`src/rtl/vector_load_unit.sv`:
```
// vector_load_unit: strided vector load sequencer. Fetches VEC_SIZE 32-bit words
// one at a time over a valid/ready memory port (single outstanding request),
// assembles them in a buffer and writes the whole vector to the vector RF in one cycle.
// Optional feature macro: VLOAD_ERR_EN adds mem_rsp_err input and err output;
// an error response aborts the command (no RF write, done+err pulse).
module vector_load_unit #(
  parameter int unsigned VEC_SIZE = 8,
  parameter int unsigned ADDR_W   = 32
) (
  input  logic              clk,
  input  logic              rst_n,
  input  logic              cmd_valid,
  output logic              cmd_ready,
  input  logic [4:0]        cmd_vd,
  input  logic [ADDR_W-1:0] cmd_base,
  input  logic [ADDR_W-1:0] cmd_stride,
  output logic              mem_req_valid,
  input  logic              mem_req_ready,
  output logic [ADDR_W-1:0] mem_req_addr,
  input  logic              mem_rsp_valid,
  input  logic [31:0]       mem_rsp_data,
`ifdef VLOAD_ERR_EN
  input  logic              mem_rsp_err,
  output logic              err,
`endif
  output logic              vrf_we,
  output logic [4:0]        vrf_waddr,
  output logic [31:0]       vrf_wvec [VEC_SIZE-1:0],
  output logic              done
);

  localparam int unsigned IDX_W = (VEC_SIZE > 1) ? $clog2(VEC_SIZE) : 1;
  localparam int unsigned REG_W = 5;

  typedef enum logic [1:0] {
    S_IDLE  = 2'd0,
    S_REQ   = 2'd1,
    S_WAIT  = 2'd2,
    S_WRITE = 2'd3
  } state_t;

  state_t              state;
  logic [IDX_W-1:0]    idx;
  logic [REG_W-1:0]    vd_q;
  logic [ADDR_W-1:0]   stride_q;
  logic                rsp_bad;

  // Error qualifier for a returned word; constant good when the error path is absent
`ifdef VLOAD_ERR_EN
  assign rsp_bad = mem_rsp_err;
`else
  assign rsp_bad = 1'b0;
`endif

  // Sequencer: command capture, request issue, response assembly, RF write
  always_ff @(posedge clk or negedge rst_n) begin
    if (!rst_n) begin
      state         <= S_IDLE;
      idx           <= '0;
      vd_q          <= '0;
      stride_q      <= '0;
      cmd_ready     <= 1'b1;
      mem_req_valid <= 1'b0;
      mem_req_addr  <= '0;
      vrf_we        <= 1'b0;
      vrf_waddr     <= '0;
      done          <= 1'b0;
`ifdef VLOAD_ERR_EN
      err           <= 1'b0;
`endif
      for (int i = 0; i < int'(VEC_SIZE); i++) vrf_wvec[i] <= '0;
    end else begin
      vrf_we <= 1'b0;
      done   <= 1'b0;
`ifdef VLOAD_ERR_EN
      err    <= 1'b0;
`endif
      case (state)
        S_IDLE: begin
          if (cmd_valid) begin
            state         <= S_REQ;
            cmd_ready     <= 1'b0;
            mem_req_valid <= 1'b1;
            mem_req_addr  <= cmd_base;
            vd_q          <= cmd_vd;
            stride_q      <= cmd_stride;
            idx           <= '0;
          end
        end
        S_REQ: begin
          // Address and valid stay put until the memory accepts
          if (mem_req_ready) begin
            state         <= S_WAIT;
            mem_req_valid <= 1'b0;
          end
        end
        S_WAIT: begin
          if (mem_rsp_valid && rsp_bad) begin
            state     <= S_IDLE;
            cmd_ready <= 1'b1;
            done      <= 1'b1;
`ifdef VLOAD_ERR_EN
            err       <= 1'b1;
`endif
          end else if (mem_rsp_valid) begin
            vrf_wvec[idx] <= mem_rsp_data;
            if (idx == IDX_W'(VEC_SIZE - 1)) begin
              // Writes to v0 are suppressed but the command still completes
              state     <= S_WRITE;
              vrf_we    <= (vd_q != '0);
              vrf_waddr <= vd_q;
              done      <= 1'b1;
            end else begin
              state         <= S_REQ;
              idx           <= idx + IDX_W'(1);
              mem_req_addr  <= mem_req_addr + stride_q;
              mem_req_valid <= 1'b1;
            end
          end
        end
        S_WRITE: begin
          state     <= S_IDLE;
          cmd_ready <= 1'b1;
        end
        default: begin
          state <= S_IDLE;
        end
      endcase
    end
  end

endmodule

```
`config.mk`:
```
export PLATFORM = sky130hd
export DESIGN_NAME = vector_load_unit
export DESIGN_NICKNAME = d
export VERILOG_FILES = /design/src/rtl/vector_load_unit.sv
export SDC_FILE = /design/constraint.sdc
export NUM_CORES = 1
export LEC_CHECK = 0
export ABC_AREA = 1
export BUFFER_PORTS_ARGS = -buffer_cell sky130_fd_sc_hd__buf_2
export CAP_MARGIN = 0
export CORE_MARGIN = 8
export CORE_UTILIZATION = 37
export DETAILED_ROUTE_END_ITERATION = 8
export PLACE_DENSITY = 0.66
export RECOVER_POWER = 25
export SLEW_MARGIN = 20
export SYNTH_ARGS = -nofsm -noshare
export SYNTH_HDL_FRONTEND = slang
export SYNTH_SLANG_ARGS = --single-unit
export TNS_END_PERCENT = 10
```
`constraint.sdc`:
```
create_clock -name clk -period 2.3 [get_ports clk]
set_input_delay 0 -clock clk [delete_from_list [all_inputs] [get_ports clk]]
set_output_delay 0 -clock clk [all_outputs]
set_load 0.01 [all_outputs]
```
# Word level (Yosys, flattened, before mapping)
# Cells that the tools add are included.
# word_totals
mem_bits_ro	0
reg_bits	339
memories	0
inputBits	106
out_inout_bits	297
word_cells	72
latch_bits	0
ram_bits	0
# op_classes
n_lt_le_gt_ge	2
n_bitwise	0
add_sub_neg	2
reduce_logical	13
multipliers	0
eq_ne	8
shift	0
n_mux	29
div_mod_pow	0
# ops
op	n
256-bit bitwise mux	1
32-bit 2-to-1 mux	4
32-bit demux with 3-bit select	1
32-bit one-hot mux with 2 select lines	1
32-bit adder	1
1-bit 2-to-1 mux	11
3-bit 2-to-1 mux	3
2-bit 2-to-1 mux	4
2-bit inequality test, second input constant	4
2-bit one-hot mux with 4 select lines	1
3-bit one-hot mux with 2 select lines	1
2-bit AND reduction	3
3-bit AND reduction	2
5-bit AND reduction	1
5-bit nonzero test	1
2-bit equality test, second input constant	2
3-bit by 4-bit < comparator with 1-bit output, second input constant	1
4-bit AND reduction	1
2-bit nonzero test	2
3-bit by 1-bit adder with 3-bit output, second input constant	1
3-bit equality test, second input constant	1
3-bit by 1-bit greater-or-equal comparator with 1-bit output, second input constant	1
1-bit one-hot mux with 3 select lines	1
3-bit nonzero test	1
other kinds (4)	4

# Depth between registers and ports, before layout
# Gate-level depths: netlist of the first run.
# depth
depth_word	5
mapped_depth	13
mapped_depth_nobuf	13

# Least setup slack after synthesis of the first run
# OpenSTA, ideal clock, no wires.
# synth_timing
path_type	reg2reg
from	register mem_req_addr[0]
to	register mem_req_addr[20]
setup_ns	0.116
slack_ns	0.360
path_buffers	0
arrival_time_ns	1.824
t_required_ns	2.184
stages_incl_launch_ff	13
path_cell_list	dfrtp_1 ha_1 fa_1 nand3_1 nand3_1 nand3_1 nand3_1 nand3_1 nand2_1 nand2_1 nand3_1 nand2_1 nand2_1
# synth_between
elab_chain_cells	4
# synth_lines
item	line	text
start, declared	19	output logic [ADDR_W-1:0] mem_req_addr,
start signal, assigned	84	mem_req_addr <= cmd_base;
start signal, assigned	116	mem_req_addr <= mem_req_addr + stride_q;
32-bit adder	116	
32-bit 2-to-1 mux	107	if (idx == IDX_W'(VEC_SIZE - 1)) begin
32-bit 2-to-1 mux	105	end else if (mem_rsp_valid) begin
32-bit one-hot mux with 2 select lines	78	case (state)
# Every way passes these cells. The select of a mux whose other input is x is not followed.
# A chain may end at the register's enable or synchronous reset.

# Final worst setup path of the first run
# layout_timing
from	register mem_req_addr[0]
to	register mem_req_addr[28]
# Same word-level chain as after synthesis.

==> results.md, run 1 <==
- The run finished with clean final reports.
- The average routed wire per standard cell is ~18 um.
- Buffers inserted during clock tree synthesis total 37.
- The synthesized area is between 15000 and 20000 um2.
- The detailed-route via count is ~14000.
- The share of Yosys cell area claimed by the top area cell type is 55.8%.
- The leading cell type by number of instances after synthesis is sky130_fd_sc_hd__nand2_1.
- Along the worst path, the maximum fanout reaches 4.
- The first global-routing pass estimated ~80 mm of wire.
- In the synthesized netlist, the number of instances is 1777.
- The startpoint type of the worst setup path is a register.
- In the final timing run, aggregate negative setup slack is 0 ns.
- The number of port buffers is 402.
- The power density relative to cell area is about 1300 nW/um2.
- Hold is met by 0.0155 ns.
- The global placement routability congestion is a little over 0.9.
- After detailed routing, the number of remaining DRC violations is 0.
- The number of max-slew violations in the final report is 0.
- The arrival time of the worst setup path is around 2.6 ns.
- The proportion of layout cells with a drive suffix above 1 is between 20% and 30%.
- The floorplan step set the die height to approximately 220 um.
- The share of async-settable or async-resettable flops after synthesis is 100%.
- Summing all non-filler instances in the final layout gives an area of 19900 um2.
- The depth of the CTS H-tree is 2.
- The via count of the first global-routing pass is between 10000 and 15000.
- The total setup buffers inserted after CTS is 0.
- The synthesis-to-finish area growth is 31.5%.
- sky130_fd_sc_hd__dfrtp_1 takes more of the synthesized area than any other cell.
- Across the run, the number of max-cap violations was 0.
- After detailed placement, the total cell area comes to around 18000 um2.
- The total I/O pin count is 403.
- The synthesized design contains 0 enable-type register cells.
- TritonCTS built the clock tree.
- The classification of the worst-slack hold path is input pin to register.
- The top achievable clock speed is about 470 MHz.
- The required time of the critical path is around 2.7 ns.
- The sum of overflow across all layers after global routing is 0.
- The initial utilization of the core area, before any placement, comes to about 37%.
- Cells fill 49.0% of the core in the end.
- For the pin with the worst max-slew slack, the measured transition is between 1 and 1.5 ns.
- The count of final hold-check violations is 0.
- The initialized floorplan defines 74 standard-cell rows.
- In the routed layout, each cell is associated on average with a via count of between 4 and 5.
- The post-detailed-routing wire length is ~51 mm.
- After layout, the worst path uses between 90% and 100% of the clock period.
- The maximum count of clock buffers along a single path is 3.
- In the synthesized netlist the dominant register cell turns out to be sky130_fd_sc_hd__dfrtp_1.
- The die boundary width is between 200 and 250 um.
- The worst-case IR drop observed on VDD is between 0.0006 and 0.0007 V.
- The sink count of the clock tree is between 300 and 400.
- Headroom to the max-slew limit came out at approximately 16%.
- Dividing the synthesized area by the synthesized cell count gives approximately 8.5 um2.
- The die covers 47700 um2.
- The register bit total from synthesis is 339.
- The category of the critical setup timing path is register to register.
- Setup violations remaining at the end of the flow were counted as 0.
- Entering global routing, the biggest net connects 74 pins.
- When the netlist entered floorplanning its net count stood at around 1900.
- The sequential fraction of the synthesis area is a little under three fifths.
- The final critical-path setup slack is 0.178 ns.
- Sorting the synthesized cells by area gives the leading types as sky130_fd_sc_hd__dfrtp_1 56%, sky130_fd_sc_hd__nand2_1 15%, sky130_fd_sc_hd__o21ai_0 8.3%.
- The worst slack at placement is around 0.12 ns.
- The core region is between 40000 and 50000 um2.
- The number of nets in the finished design is 2422.
- Setup repair after global routing left no endpoint under its margin.
- The endpoint class of the critical path is a register.
- Global routing used 21.2% of the available tracks across all layers.
- Sorting the synthesized cells by how often they occur yields 618 x sky130_fd_sc_hd__nand2_1, 338 x sky130_fd_sc_hd__dfrtp_1, 250 x sky130_fd_sc_hd__o21ai_0, 160 x sky130_fd_sc_hd__inv_1, 117 x sky130_fd_sc_hd__nor2_1.
- The clock slew seen by the registers of the worst setup and hold paths is about 0.060 ns.
- The remaining number of nets flagged by the antenna check after routing is 0.
- In this run the static leakage power is about 0.011 uW.
- The clock latency at the later pin of the worst-skew pair is between 0.5 and 0.6 ns.
- The master cell of the clock root buffer is sky130_fd_sc_hd__clkbuf_16.
- After the first detailed-routing iteration, the DRC count stood at about 900.
- Between clock sinks in the finished design, the worst skew comes to 0.0273 ns.
- The number of detailed-routing iterations run before antenna repair is 5.
- Counting I/O delays and the setup requirement, the final critical path takes approximately 2.1 ns.
- The number of antenna violations at the first check in global routing is 1.
- The netlist uses 36 different library cells.
- Detailed placement ended at an HPWL of about 36 mm.
- The Yosys step of the flow raised 0 warnings.
[sequential cells by signal, indices dropped and copies added, names as in the netlist, 2 cells and up]
register,count
vrf_waddr,5
vd_q,5
stride_q,32
vrf_wvec,256
idx,3
mem_req_addr,32
state,2
[final timing paths]
path | slack [ns] | startpoint | cells past startpoint | to
min in group asynchronous | 0.47 | rst_n | 3 | vd_q[2]$_DFFE_PN0P_
worst max register to register | 0.18 | mem_req_addr[0]$_DFFE_PN0P_ | 12 | mem_req_addr[28]$_DFFE_PN0P_
worst max-delay path | 0.18 | mem_req_addr[0]$_DFFE_PN0P_ | 12 | mem_req_addr[28]$_DFFE_PN0P_
worst min-delay path | 0.02 | cmd_valid | 5 | cmd_ready$_DFFE_PN1P_
worst min register to register | 0.48 | vrf_wvec[14]$_DFFE_PN0P_ | 2 | vrf_wvec[14]$_DFFE_PN0P_
max in group asynchronous | 0.36 | rst_n | 4 | vrf_wvec[63]$_DFFE_PN0P_
[cell usage in the layout (no fill, tap or decap), types with 6 or more instances in the layout]
| cell type | count |
|---|---|
| sky130_fd_sc_hd__a21oi_1 | 39 |
| sky130_fd_sc_hd__a21oi_2 | 46 |
| sky130_fd_sc_hd__buf_12 | 6 |
| sky130_fd_sc_hd__buf_2 | 320 |
| sky130_fd_sc_hd__buf_4 | 15 |
| sky130_fd_sc_hd__clkbuf_1 | 90 |
| sky130_fd_sc_hd__clkbuf_16 | 37 |
| sky130_fd_sc_hd__clkbuf_8 | 11 |
| sky130_fd_sc_hd__dfrtp_1 | 338 |
| sky130_fd_sc_hd__dlygate4sd3_1 | 107 |
| sky130_fd_sc_hd__ha_1 | 33 |
| sky130_fd_sc_hd__inv_1 | 160 |
| sky130_fd_sc_hd__nand2_1 | 618 |
| sky130_fd_sc_hd__nand2_2 | 9 |
| sky130_fd_sc_hd__nand3_1 | 49 |
| sky130_fd_sc_hd__nor2_1 | 116 |
| sky130_fd_sc_hd__nor3_1 | 7 |
| sky130_fd_sc_hd__o21ai_0 | 250 |
| sky130_fd_sc_hd__xor2_1 | 6 |
[critical path: stages (launching register included)]
cell                      delay [ns]
sky130_fd_sc_hd__dfrtp_1        0.39
sky130_fd_sc_hd__ha_1           0.24
sky130_fd_sc_hd__fa_2           0.40
sky130_fd_sc_hd__nand3_1        0.10
sky130_fd_sc_hd__nand3_1        0.13
sky130_fd_sc_hd__nand3_1        0.11
sky130_fd_sc_hd__nand3_1        0.17
sky130_fd_sc_hd__nand2_1        0.14
sky130_fd_sc_hd__nand2_1        0.06
sky130_fd_sc_hd__nand2_1        0.06
sky130_fd_sc_hd__nand3_1        0.07
sky130_fd_sc_hd__nand2_1        0.10
sky130_fd_sc_hd__nand2_1        0.05
[layer usage]
layer	share of wire [%]	vias to the layer above	GRT usage, %
li1	-	6628	-
met1	41	6587	26.1
met2	47	449	34.3
met3	9.1	87	7.70
met4	3.0	0	6.72
met5	0	-	0
[timing repair]
action                                  CTS  global route
endpoints found under the hold margin   623             0
gates resized for setup                   0             3
endpoints found under the setup margin    0             5
hold buffers                            108             0
[stage by stage]
stage,power (uW),instances
6_report,25600,2840
5_1_grt,27600,2840
4_1_cts,25800,2839
3_5_place_dp,19500,2667
3_3_place_gp,19300,2667
2_1_floorplan,15500,1777
[final cells by class]
type,count,area [um2]
Clock buffer,54,1100
Clock inverter,10,129
Tap cell,532,666
Sequential cell,339,8480
Timing Repair Buffer,535,3250
Fill cell,3871,20700
Antenna cell,1,2.50
Inverter,166,631
Multi-Input combinational cell,1203,5680
[power breakdown]
group | leakage (uW) | total, uW | internal, uW | switching, uW
Combinational | 0.00554 | 10700 | 3780 | 6960
Sequential | 0.00449 | 8860 | 7670 | 1180
Clock | 0.000605 | 6000 | 3550 | 2450
Total | 0.0106 | 25600 | 15000 | 10600
[cells by family (layout without fill, tap and decap cells)]
| logic type | after synthesis | count (layout) | share of synthesized area, % |
|---|---|---|---|
| other | 0 | 1 | 0 |
| buffers and inverters | 235 | 765 | 6.64 |
| XOR/XNOR | 10 | 10 | 0.578 |
| AND/OR/NAND/NOR | 812 | 812 | 21.2 |
| flip-flops | 339 | 339 | 56.0 |
| AO/OA/AOI/OAI | 347 | 347 | 12.8 |
| adder cells (fa/ha/maj) | 34 | 34 | 2.86 |
No activity file was read; power rests on OpenSTA's default activity.
==> run 2: changes to the inputs <==
--- a/config.mk
+++ b/config.mk
@@ -11,6 +11,7 @@
 export CORE_MARGIN = 8
 export CORE_UTILIZATION = 37
 export DETAILED_ROUTE_END_ITERATION = 8
+export MAX_ROUTING_LAYER = met4
 export PLACE_DENSITY = 0.66
 export RECOVER_POWER = 25
 export SLEW_MARGIN = 20
==> constraint.sdc (replaced) <==
create_clock -name clk -period 2.3 [get_ports clk]
set_input_delay 0.23 -clock clk [delete_from_list [all_inputs] [get_ports clk]]
set_output_delay 0.23 -clock clk [all_outputs]
set_load 0.01 [all_outputs]
==> results.md, run 2 (synthesis results as in run 1) <==
- The register name with the most flops is vrf_wvec (unchanged).
- The count of maximum capacitance violations is 0 (unchanged).
- The category of the critical setup timing path is register to register (unchanged).
- The number of stages on the worst hold path is 4 (was 5).
- The final-layout setup total negative slack is 0 ns (unchanged).
- The setup skew after layout was 0.0194 ns (was 0.0273 ns).
- The setup slack on the worst flop-to-flop path is 0.20 ns (was 0.18 ns).
- The flip-flop count of the largest register after layout is 256 (unchanged).
- The sum of overflow across all layers after global routing was 0 (unchanged).
- The pin count of the biggest net entering global routing was 71 (was 74).
- The overall track demand over capacity in global routing is 21.8% (was 21.2%).
- The number of filler instances in the final layout came to 3915 (was 3871).
- The endpoint class of the critical path is a register (unchanged).
- The clock latency at the later pin of the worst-skew pair is 0.56 ns (was 0.55 ns).
- The sink count of the clock tree was 339 (unchanged).
- The per-cell via count in the routed design is 4.81 (was 4.84).
- The classification of the worst-slack hold path is input pin to register (unchanged).
- The worst min-delay path startpoint is mem_rsp_valid (was cmd_valid).
- The number of antenna violations at the first check in global routing came to 1 (unchanged).
- The actual slew at the worst max-slew pin is 1.24 ns (was 1.26 ns).
- The master cell of the clock root buffer is sky130_fd_sc_hd__clkbuf_16 (unchanged).
- The final critical-path setup slack is 0.203 ns (was 0.178 ns).
- The placement row count came to 74 (unchanged).
- The cell area reported after detailed placement is 17800 um2 (was 17700 um2).
- The cell area after layout is 19600 um2 (was 19900 um2).
- The starting DRC count in detailed routing is 991 (was 902).
- The top achievable clock speed is 477 MHz (was 471 MHz).
- The die outline area is 47700 um2 (unchanged).
- The highest net fanout along the worst path is 7 (was 4).
- Most frequent cells in the layout: 618 x sky130_fd_sc_hd__nand2_1, 401 x sky130_fd_sc_hd__buf_2, 338 x sky130_fd_sc_hd__dfrtp_1 (was 618 x sky130_fd_sc_hd__nand2_1, 338 x sky130_fd_sc_hd__dfrtp_1, 320 x sky130_fd_sc_hd__buf_2).
- The vertical die dimension is 218 um (unchanged).
- The total I/O pin count was 403 (unchanged).
- The post-detailed-routing wire length is 51.1 mm (about the same).
- The final number of setup-violating endpoints is 0 (unchanged).
- The count of final hold-check violations is 0 (unchanged).
- The initial core utilization is 37.3% (unchanged).
- The number of detailed-routing iterations run before antenna repair is 7 (was 5).
- The half-perimeter wire length after placement was 36.9 mm (was 36.5 mm).
- The final cycle utilization of the critical path is 91.2% (was 92.2%).
- The shortest clock period the worst path allows after layout was 2.10 ns (was 2.12 ns).
- The TritonCTS clock tree is built (unchanged).
- The max-slew headroom at the worst pin is 17.1% (was 16.2%).
- The die boundary width is 218 um (unchanged).
- The leading cell type in the layout, fill and taps excluded was sky130_fd_sc_hd__nand2_1 (unchanged).
- The end of the worst register-to-register path was mem_req_addr[19]$_DFFE_PN0P_ (was mem_req_addr[28]$_DFFE_PN0P_).
- The arrival time of the worst setup path is 2.53 ns (was 2.56 ns).
- The average routed wire per standard cell was 18.3 um (was 18.0 um).
- The proportion of layout cells with a drive suffix above 1 is 24.9% (was 20.5%).
- The depth of the CTS H-tree is 2 (unchanged).
- The largest vdd supply drop is 0.000730 V (was 0.000641 V).
- The launch point of the worst reg-to-reg path is stride_q[2]$_DFFE_PN0P_ (was mem_req_addr[0]$_DFFE_PN0P_).
- The startpoint type of the worst setup path is a register (unchanged).
- The number of max-slew violations in the final report is 0 (unchanged).
- The number of buffers created by CTS was 38 (was 37).
- The maximum count of clock buffers along a single path is 3 (unchanged).
- The remaining number of nets flagged by the antenna check after routing was 0 (unchanged).
- The required time of the critical path is 2.74 ns (about the same).
- The worst-case reg-to-reg path depth is 10 (was 12).
- The worst-case hold path end point was state[1]$_DFFE_PN0P_ (was cmd_ready$_DFFE_PN1P_).
- The worst slack at placement is 0.118 ns (was 0.124 ns).
- The DRC violations left is 0 (unchanged).
- The global placement routability congestion is 0.945 (was 0.915).
- The clock slew seen by the registers of the worst setup and hold paths is 0.06 ns (about the same).
- The number of nets in the finished design is 2380 (was 2422).
- The total leakage power is 0.0108 uW (was 0.0106 uW).
- The number of port buffers is 402 (unchanged).
- The detailed-route via count is 13500 (was 13800).
- The global-route wire length before repair is 79.6 mm (was 80.3 mm).
- The power density relative to cell area came to 1310 nW/um2 (was 1280 nW/um2).
- Status: finished clean (unchanged).
- The via count of the first global-routing pass is 14100 (about the same).
- The core outline area is 40600 um2 (unchanged).
- Setup repair after global routing missed its margin: false (unchanged).
- Largest registers: vrf_wvec: 256 flops, mem_req_addr: 32 flops, stride_q: 32 flops (unchanged).
- The synthesis-to-finish area growth came to 29.6% (was 31.5%).
[run 2: what timing repair did]
| action | 4_1_cts | 5_1_grt |
|---|---|---|
| setup endpoints to repair | 0 | 2 |
| gates resized for setup | 0 | 2 |
| setup buffers | 0 | 0 |
| hold endpoints to repair | 175 | 0 |
| hold buffers | 58 | 0 |
[run 2: report_power, final]
group	internal (uW)	leakage [uW]	switching, uW	total [uW]
Combinational	3780	0.00570	6910	10700
Clock	3590	0.000628	2560	6150
Sequential	7670	0.00449	1170	8850
Total	15000	0.0108	10600	25700
[run 2: critical path, cell delays in order, from the launching register on]
cell                      delay (ns)
sky130_fd_sc_hd__dfrtp_1        0.39
sky130_fd_sc_hd__ha_1           0.41
sky130_fd_sc_hd__nor2_1         0.07
sky130_fd_sc_hd__a21oi_1        0.28
sky130_fd_sc_hd__nand3_1        0.12
sky130_fd_sc_hd__nand3_1        0.25
sky130_fd_sc_hd__nand2_1        0.12
sky130_fd_sc_hd__nand3_1        0.08
sky130_fd_sc_hd__nand3_1        0.12
sky130_fd_sc_hd__nand2_1        0.09
sky130_fd_sc_hd__nand2_1        0.05
[run 2: worst max-delay path by stage]
stage | start | endpoint | slack [ns] | cells after the start
CTS | mem_req_addr[0]$_DFFE_PN0P_ | mem_req_addr[28]$_DFFE_PN0P_ | 0.1 | 12
detailed placement | mem_req_addr[0]$_DFFE_PN0P_ | mem_req_addr[20]$_DFFE_PN0P_ | 0.12 | 12
floorplan | mem_req_addr[0]$_DFFE_PN0P_ | mem_req_addr[20]$_DFFE_PN0P_ | 0.36 | 12
finish | stride_q[2]$_DFFE_PN0P_ | mem_req_addr[19]$_DFFE_PN0P_ | 0.20 | 10
global placement | mem_req_addr[0]$_DFFE_PN0P_ | mem_req_addr[20]$_DFFE_PN0P_ | 0.15 | 12
global route | mem_req_addr[0]$_DFFE_PN0P_ | mem_req_addr[20]$_DFFE_PN0P_ | 0.002 | 12
[run 2: routing by layer]
layer / up-vias / routed length, um / GRT usage, %
met5: - / 0 / -
met4: 0 / 1890 / 7.81
met3: 107 / 4550 / 7.26
met2: 463 / 23400 / 34.1
met1: 6359 / 21300 / 26.1
li1: 6545 / - / -
[run 2: cell type report]
cell class | instances | area (um2) | area share [%]
antenna | 1 | 2.50 | 0.0127
clock buffer | 52 | 1090 | 5.57
clock inverter | 15 | 186 | 0.949
inverter | 166 | 631 | 3.21
multi-input combinational | 1203 | 5680 | 28.9
sequential | 339 | 8480 | 43.2
tap | 532 | 666 | 3.39
timing repair buffer | 492 | 2900 | 14.8
[run 2: through the flow]
step | instances | hold WS [ns] | util [%] | power, uW
after floorplan | 1777 | -0.0656 | - | 15500
after global placement | 2674 | 0.165 | 43.8 | 19300
after detailed placement | 2674 | 0.166 | 43.8 | 19500
after CTS | 2799 | 0.00956 | 48.4 | 25800
after global routing | 2800 | 0.0337 | 48.3 | 27600
final | 2800 | 0.0334 | 48.3 | 25700
